$ cat config.mk
export PLATFORM = sky130hd
export DESIGN_NAME = mem_port_arbiter
export DESIGN_NICKNAME = d
export VERILOG_FILES = /design/src/rtl/simple_ps_pkg.sv /design/src/rtl/mem_tag_pipe.sv /design/src/rtl/mem_port_arbiter.sv
export SDC_FILE = /design/constraint.sdc
export NUM_CORES = 1
export LEC_CHECK = 0
export CAP_MARGIN = 20
export CORE_MARGIN = 2
export CORE_UTILIZATION = 41
export DETAILED_ROUTE_END_ITERATION = 7
export GPL_TIMING_DRIVEN = 0
export PLACE_DENSITY = 0.8
export SETUP_SLACK_MARGIN = 0.4
export SLEW_MARGIN = 30
export SYNTH_ARGS = -nofsm -noshare
export SYNTH_HDL_FRONTEND = slang
export SYNTH_HIERARCHICAL = 1
export SYNTH_SLANG_ARGS = --single-unit
$ cat constraint.sdc
create_clock -name clock -period 1.9 [get_ports clock]
set_clock_uncertainty 0.1 [all_clocks]
set_input_delay 0.19 -clock clock [delete_from_list [all_inputs] [get_ports clock]]
set_output_delay 0.19 -clock clock [all_outputs]
set_load 0.1 [all_outputs]
$ cat src/rtl/simple_ps_pkg.sv
// simple_ps_pkg: shared encodings and types for the memory port arbiter.
//  M_READ/M_WRITE     memory direction encodings for m_rw
//  ARB_DATA_PRIO      arbitration mode: data always wins
//  ARB_ROUND_ROBIN    arbitration mode: alternate winner on conflict
//  WIN_FETCH/WIN_DATA last-winner state encodings
//  RD_LAT_MAX         largest supported memory read latency
//  tag_t              in-flight access tag {valid, is_data}
package simple_ps_pkg;
    localparam logic M_READ          = 1'b0;
    localparam logic M_WRITE         = 1'b1;
    localparam int   ARB_DATA_PRIO   = 0;
    localparam int   ARB_ROUND_ROBIN = 1;
    localparam logic WIN_FETCH       = 1'b0;
    localparam logic WIN_DATA        = 1'b1;
    localparam int   RD_LAT_MAX      = 4;
    typedef struct packed {
        logic valid;
        logic is_data;
    } tag_t;
endpackage

$ cat src/rtl/mem_tag_pipe.sv
// mem_tag_pipe: DEPTH-deep shift register of access tags with fetch-class flush.
//  clock        in   posedge clock
//  reset        in   asynchronous active-low reset, clears all tags
//  tag_in       in   {valid, is_data} of the access issued this edge
//  flush_fetch  in   invalidate every fetch tag in flight, including the one at the output
//  tag_out      out  tag whose read data is on m_q this cycle
module mem_tag_pipe
    import simple_ps_pkg::*;
#(
    parameter int DEPTH = 1
) (
    input  logic       clock,
    input  logic       reset,
    input  logic [1:0] tag_in,
    input  logic       flush_fetch,
    output logic [1:0] tag_out
);
    tag_t stage [DEPTH];

    function automatic tag_t kill(tag_t t, logic f);
        kill = t;
        if (f && !t.is_data) kill.valid = 1'b0;
    endfunction

    // The incoming tag is never flushed: a fetch granted alongside a flush is the new path.
    always_ff @(posedge clock or negedge reset) begin
        if (!reset) begin
            for (int i = 0; i < DEPTH; i++) stage[i] <= '0;
        end else begin
            stage[0] <= tag_t'(tag_in);
            for (int i = 1; i < DEPTH; i++) stage[i] <= kill(stage[i-1], flush_fetch);
        end
    end

    assign tag_out = kill(stage[DEPTH-1], flush_fetch);
endmodule

$ cat src/rtl/mem_port_arbiter.sv
// mem_port_arbiter: shares one synchronous memory port between instruction fetch and load/store.
//  clock, reset                         posedge clock, asynchronous active-low reset
//  if_req/if_addr/if_flush              fetch request, PC, kill in-flight fetches
//  if_gnt/stall/if_valid/if_rdata       fetch grant, pipeline freeze, return pulse and data
//  d_req/d_we/d_addr/d_wdata            load/store request
//  d_gnt/d_busy/d_done/d_rdata          data grant, op outstanding, completion pulse, load data
//  m_addr/m_data/m_rw                   registered memory command
//  m_q                                  memory read data, valid RD_LAT cycles after m_addr
module mem_port_arbiter
    import simple_ps_pkg::*;
#(
    parameter int DW       = 16,
    parameter int AW       = 12,
    parameter int RD_LAT   = 1,
    parameter int ARB_MODE = ARB_DATA_PRIO
) (
    input  logic          clock,
    input  logic          reset,
    input  logic          if_req,
    input  logic [AW-1:0] if_addr,
    input  logic          if_flush,
    output logic          if_gnt,
    output logic          stall,
    output logic          if_valid,
    output logic [DW-1:0] if_rdata,
    input  logic          d_req,
    input  logic          d_we,
    input  logic [AW-1:0] d_addr,
    input  logic [DW-1:0] d_wdata,
    output logic          d_gnt,
    output logic          d_busy,
    output logic          d_done,
    output logic [DW-1:0] d_rdata,
    output logic [AW-1:0] m_addr,
    output logic [DW-1:0] m_data,
    output logic          m_rw,
    input  logic [DW-1:0] m_q
);
    logic last_winner;
    logic busy;
    tag_t tag_in;
    tag_t ret;

    assign d_gnt  = d_req && !busy && (ARB_MODE == ARB_DATA_PRIO || !if_req || last_winner == WIN_FETCH);
    assign if_gnt = if_req && !d_gnt;
    assign stall  = if_req && !if_gnt;
    assign d_busy = busy;

    // Stores complete without a memory return, so they carry an invalid tag.
    assign tag_in = d_gnt ? '{valid: !d_we, is_data: 1'b1} : '{valid: if_gnt, is_data: 1'b0};

    mem_tag_pipe #(.DEPTH(RD_LAT)) u_tag_pipe (
        .clock       (clock),
        .reset       (reset),
        .tag_in      (tag_in),
        .flush_fetch (if_flush),
        .tag_out     (ret)
    );

    always_ff @(posedge clock or negedge reset) begin
        if (!reset) begin
            last_winner <= WIN_FETCH;
            busy        <= 1'b0;
            m_addr      <= '0;
            m_data      <= '0;
            m_rw        <= M_READ;
            if_valid    <= 1'b0;
            if_rdata    <= '0;
            d_done      <= 1'b0;
            d_rdata     <= '0;
        end else begin
            m_addr   <= d_gnt ? d_addr : if_gnt ? if_addr : m_addr;
            m_data   <= d_gnt ? d_wdata : m_data;
            m_rw     <= (d_gnt && d_we) ? M_WRITE : M_READ;
            // Any cycle with both requests counts as a conflict, even while a load holds d_busy,
            // so a refused data request hands the next turn back to data.
            if (if_req && d_req) last_winner <= d_gnt ? WIN_DATA : WIN_FETCH;
            if_valid <= ret.valid && !ret.is_data;
            if (ret.valid && !ret.is_data) if_rdata <= m_q;
            d_done   <= (d_gnt && d_we) || (ret.valid && ret.is_data);
            if (ret.valid && ret.is_data) d_rdata <= m_q;
            busy     <= (d_gnt && !d_we) || (busy && !(ret.valid && ret.is_data));
        end
    end
endmodule

== After elaboration in Yosys (flattened, before gate mapping) ==
Cells that the tools add are included.
Word-level totals
  logic and storage cells: 33
  output and inout bits: 67
  register bits: 66
  bits of input ports: 62
Operators by class
  reductions and logical operators: 18
  multiplexer cells: 5
Operators with widths (number)
  $mux 12: 2
  $logic_and 1x1->1: 9
  $logic_not 1->1: 6
  $logic_or 1x1->1: 2
  $mux 1: 2
  $mux 2: 1
  $reduce_bool 2->1: 1

== Logic depth before layout (Yosys ltp) ==
  depth after elaboration: 7
  gate-level depth with buffers: 6
  mapped depth without buffers: 4

== Hierarchy ==
Netlist, hierarchy kept.
By module, submodules not included
  mem_port_arbiter: sequential area each 1601.5 µm², area each 2697.6 µm², cells each 155, instances 1
  mem_tag_pipe: sequential area each 50.0 µm², area each 68.8 µm², cells each 5, instances 1

== Worst setup path before layout ==
No wires, ideal clock.
  path kind: register to output
  start point: reg busy (netlist: d_busy)
  end point: out if_gnt
  arrival time: 2.847 ns
  setup slack: -1.237 ns
  buffers on the path: 2
  stages on the path, launching flop included: 6
  required time: 1.610 ns
  cells stage by stage: dfrtp_1 nand2b_4 buf_12 inv_8 buf_8 nor2_1
Between the ends
  cells in the longest elaborated chain, start to end: 4
Ends and longest elaborated chain
  from (decl): RTL line mem_port_arbiter.sv:40  | logic busy;
  from (signal assigned): RTL line mem_port_arbiter.sv:82  | busy <= (d_gnt && !d_we) || (busy && !(ret.valid && ret.is_data));
  $logic_not 1->1: RTL line mem_port_arbiter.sv:44  | assign d_gnt = d_req && !busy && (ARB_MODE == ARB_DATA_PRIO || !if_req || last_winner == WIN_FETCH);
  $logic_and 1x1->1: RTL line mem_port_arbiter.sv:44
  via d_gnt: RTL line mem_port_arbiter.sv:30  | output logic d_gnt,
  $logic_not 1->1: RTL line mem_port_arbiter.sv:45  | assign if_gnt = if_req && !d_gnt;
  $logic_and 1x1->1: RTL line mem_port_arbiter.sv:45
  to (decl): RTL line mem_port_arbiter.sv:22  | output logic if_gnt,
The timed path passes the listed nets, and every way through them passes these cells.

== Worst setup path in the final report ==
  start point: reg busy (netlist: d_busy)
  end point: out stall
Between the ends
  cells in the longest elaborated chain, start to end: 6
Ends and longest elaborated chain
  $logic_not 1->1: RTL line mem_port_arbiter.sv:44
  $logic_and 1x1->1: RTL line mem_port_arbiter.sv:44
  $logic_not 1->1: RTL line mem_port_arbiter.sv:45
  $logic_and 1x1->1: RTL line mem_port_arbiter.sv:45
  $logic_not 1->1: RTL line mem_port_arbiter.sv:46  | assign stall = if_req && !if_gnt;
  $logic_and 1x1->1: RTL line mem_port_arbiter.sv:46
  to (decl): RTL line mem_port_arbiter.sv:23  | output logic stall,
No other way between the ends.

==> flow_results.org <==
** Outcome
- Outcome :: finished, final reports clean

** Worst setup path
- At the worst endpoint, the required time is between 1.5 and 2 ns.
- Cell-by-cell trace of the critical path :: nand2b_4 > buf_12 > buf_12 > nor2_4 > buf_12
- In this run the critical register-to-register path is captured at m_addr[7].
- STA classifies the critical path endpoint as an output pin.
- For this run, the slowest stage of the critical path takes between 0.4 and 0.5 ns.
- Count of buffering cells on the critical path with inverters included :: 3
- In this design, the critical path's most frequently occurring cell is buf_12.
- The slowest stage of the critical path belongs to the cell dfrtp_4.
- Cell class contributing the biggest share of worst-path delay :: flip-flops
- Counting buffers and inverters, the worst setup path is 5 cells deep.
- The startpoint identified for the worst register-to-register timing path is d_busy.
- The worst setup path is launched from a flip-flop.
- Data arrival, critical path :: 1.47 ns
- Worst reg2reg setup slack :: 0.24 ns
- Worst r2r path cells :: 6
- In this run the worst path has a maximum fanout of 3.
- The critical path is of the flip-flop to output pin type.

** Place
- Counting tap cells, the placed design contains a total of between 300 and 400 instances.
- Summed over all nets, the half-perimeter wirelength after detailed placement is 4490 um.
- Summing all placed instances gives a cell area of 0.00420 mm2.
- Dpl ws :: -0.770 ns
- Final weighted congestion of routability-driven global placement :: between 0.6 and 0.7
- Number of buffer cells added on primary ports :: 128

** Finish
- Final non-filler cell total :: 400
- The area growth from synthesis to layout is 61.8%.
- The repair_antennas step left the layout with diodes totalling 0.
- Most common cell after layout, fill and taps aside :: buf_2
- The finished cells cover 0.00448 mm2.
- Final-layout fill cell count :: roughly 480
- Post-layout util :: 0.697
- The final layout contains 380 nets.
- Fraction of final layout cells with drive strength greater than 1 :: 0.601
- The top cell types in the final layout, fill and taps aside, are buf_2, clkdlybuf4s50_1, dfrtp_1.

** STA
- Worst Slack Setup Final :: around 0.14 ns
- The number of endpoints with negative hold slack in the final report is 0.
- Worst-case headroom to the max-slew limit :: 0.664
- Time the final worst path needs with I/O delays and setup :: between 1.5 and 2 ns
- Max Clk Rate :: 567 MHz
- RSZ-0062 raised after global routing :: yes
- Dividing the final minimum period by the clock period gives 0.929.
- Setup violation total in the final timing report :: 0
- Fin. max-slew vios :: 0
- Worst slew pin tran :: 0.507 ns

** Logic synthesis
- Yosys warning total :: 6
- Post-synthesis sequential area ratio :: 0.597
- Flip-flop and latch count after synthesis :: 66
- Cell variety after synth :: 18
- Syn avg cell area :: 17.3 um2
- Mapped cell area :: about 0.0028 mm2
- Counting every net in the synthesized netlist gives ~220.
- Counting every instance in the synthesized netlist gives 160.

** Floorplan
- # rows :: 29
- In this run the horizontal extent of the chip is 86.1 um.
- Die Height :: 86.1 um
- Count of pins on the block boundary :: 129
- Core region area :: around 0.0064 mm2
- The floorplan step defined a die boundary enclosing 0.00742 mm2.
- Starting Density :: 0.431

** Hold path
- The path class of the tightest hold or removal check is input port to async pin.

** Route
- In the final routed layout, each cell accounts on average for between 15 and 20 um.
- The count of nets left with antenna violations once routing finished came out at 0.
- Routed via count :: 1868
- The first routing iteration left 38 violations.
- Number of iterations in the first detailed-routing pass :: 4
- Wires add up to 6570 um.
- Remaining design rule violation count :: 0
- Using the TritonRoute via totals, the vias-per-cell ratio works out to 4.67.

** CTS
- The H-tree was split into 3 levels.
- Clock latency on the worst-skew pair, taken at its later pin, is 0.33 ns.
- Clock tree buffer depth :: 2
- CTS Root Cell :: clkbuf_8
- TritonCTS built the clock tree.
- TritonCTS Buffers :: 9
- Register clock-pin slew on the reported worst setup and hold paths :: 0.08 ns
- Clock sink count :: 66

** Global route
- Entering global routing, the biggest net connects 45 pins.
- GR Overflow Total :: 0
- In the global route stage, overall resource usage came out at 0.177.
- Number of global-route vias before repair :: 1993
- The number of antenna violations at the first check in global routing was 0.
- The first global-routing pass estimated 10100 um of wire.

** Run
- Across the run, the number of max-cap violations was 0.
worst max-delay path by stage:
stage                      start  endpoint  slack [ns]
after floorplan           d_busy    if_gnt       -0.04
after global placement     reset    d_busy       -2.06
after detailed placement  if_req     stall       -0.77
after CTS                 d_busy     stall        0.09
after global routing      d_busy     stall        0.07
final                     d_busy     stall        0.14
per-stage QoR:
stage          setup TNS, ns  hold slack, ns
3_3_place_gp         -110.89           0.389
2_1_floorplan        -0.0424          -0.206
5_1_grt                    0           0.205
6_report                   0           0.182
3_5_place_dp           -2.19          0.0118
4_1_cts                    0           0.181
layout make-up:
type	count	area (um2)	area share
inverters	4	27.5	0.00615
flip-flops and latches	66	1660	0.371
clock inverters	5	85.1	0.0190
plain buffers	8	121	0.0271
repair buffers	147	1250	0.279
multi-input cells	82	1090	0.244
clock buffers	11	141	0.0316
well taps	77	96.3	0.0215
what timing repair did:
action / CTS / global route
endpoints found under the setup margin: 97 / 57
gates resized for setup: 355 / 32
hold buffers: 1 / 0
setup buffers: 9 / 6
gates cloned: 0 / 2
pin swaps: 1 / 2
hold endpoints to repair: 66 / 0
metal layers:
layer | wire length (um) | track usage | vias up
li1 | - | - | 869
met1 | 2870 | 0.221 | 921
met2 | 3150 | 0.294 | 76
met3 | 519 | 0.0452 | 2
met4 | 41 | 0.0736 | 0
met5 | 0 | 0 | -
registers in the layout, summed over array words and instances (netlist names), 12 cells and up:
| name | flops |
|---|---|
| d_rdata | 16 |
| m_addr | 12 |
| if_rdata | 16 |
| m_data | 16 |
logic make-up after synthesis:
kind of cell | count (synthesis) | share of synthesized area
and+or+nand+nor | 6 | 0.0136
muxes | 73 | 0.343
buffers and inverters | 12 | 0.0389
AOI/OAI and AO/OA | 3 | 0.00769
DFF | 66 | 0.597
cells in the mapped netlist:
master | n | share of area
buf_4 | 3 | 0.0081
a21boi_1 | 1 | 0.0027
mux2i_1 | 1 | 0.0036
inv_1 | 3 | 0.0041
buf_6 | 2 | 0.0081
mux2_4 | 34 | 0.18
a22o_1 | 1 | 0.0032
nand2b_4 | 1 | 0.0050
buf_12 | 1 | 0.0072
buf_8 | 1 | 0.0054
buf_2 | 1 | 0.0018
nand2_2 | 1 | 0.0023
mux2_2 | 38 | 0.15
inv_8 | 1 | 0.0041
nor2_1 | 3 | 0.0041
dfrtp_1 | 66 | 0.60
nor2b_1 | 1 | 0.0023
o21ai_0 | 1 | 0.0018
Power is left out: the tool's default activity adds up to more than one toggle a clock period on the data nets, which glitch-free logic cannot reach.
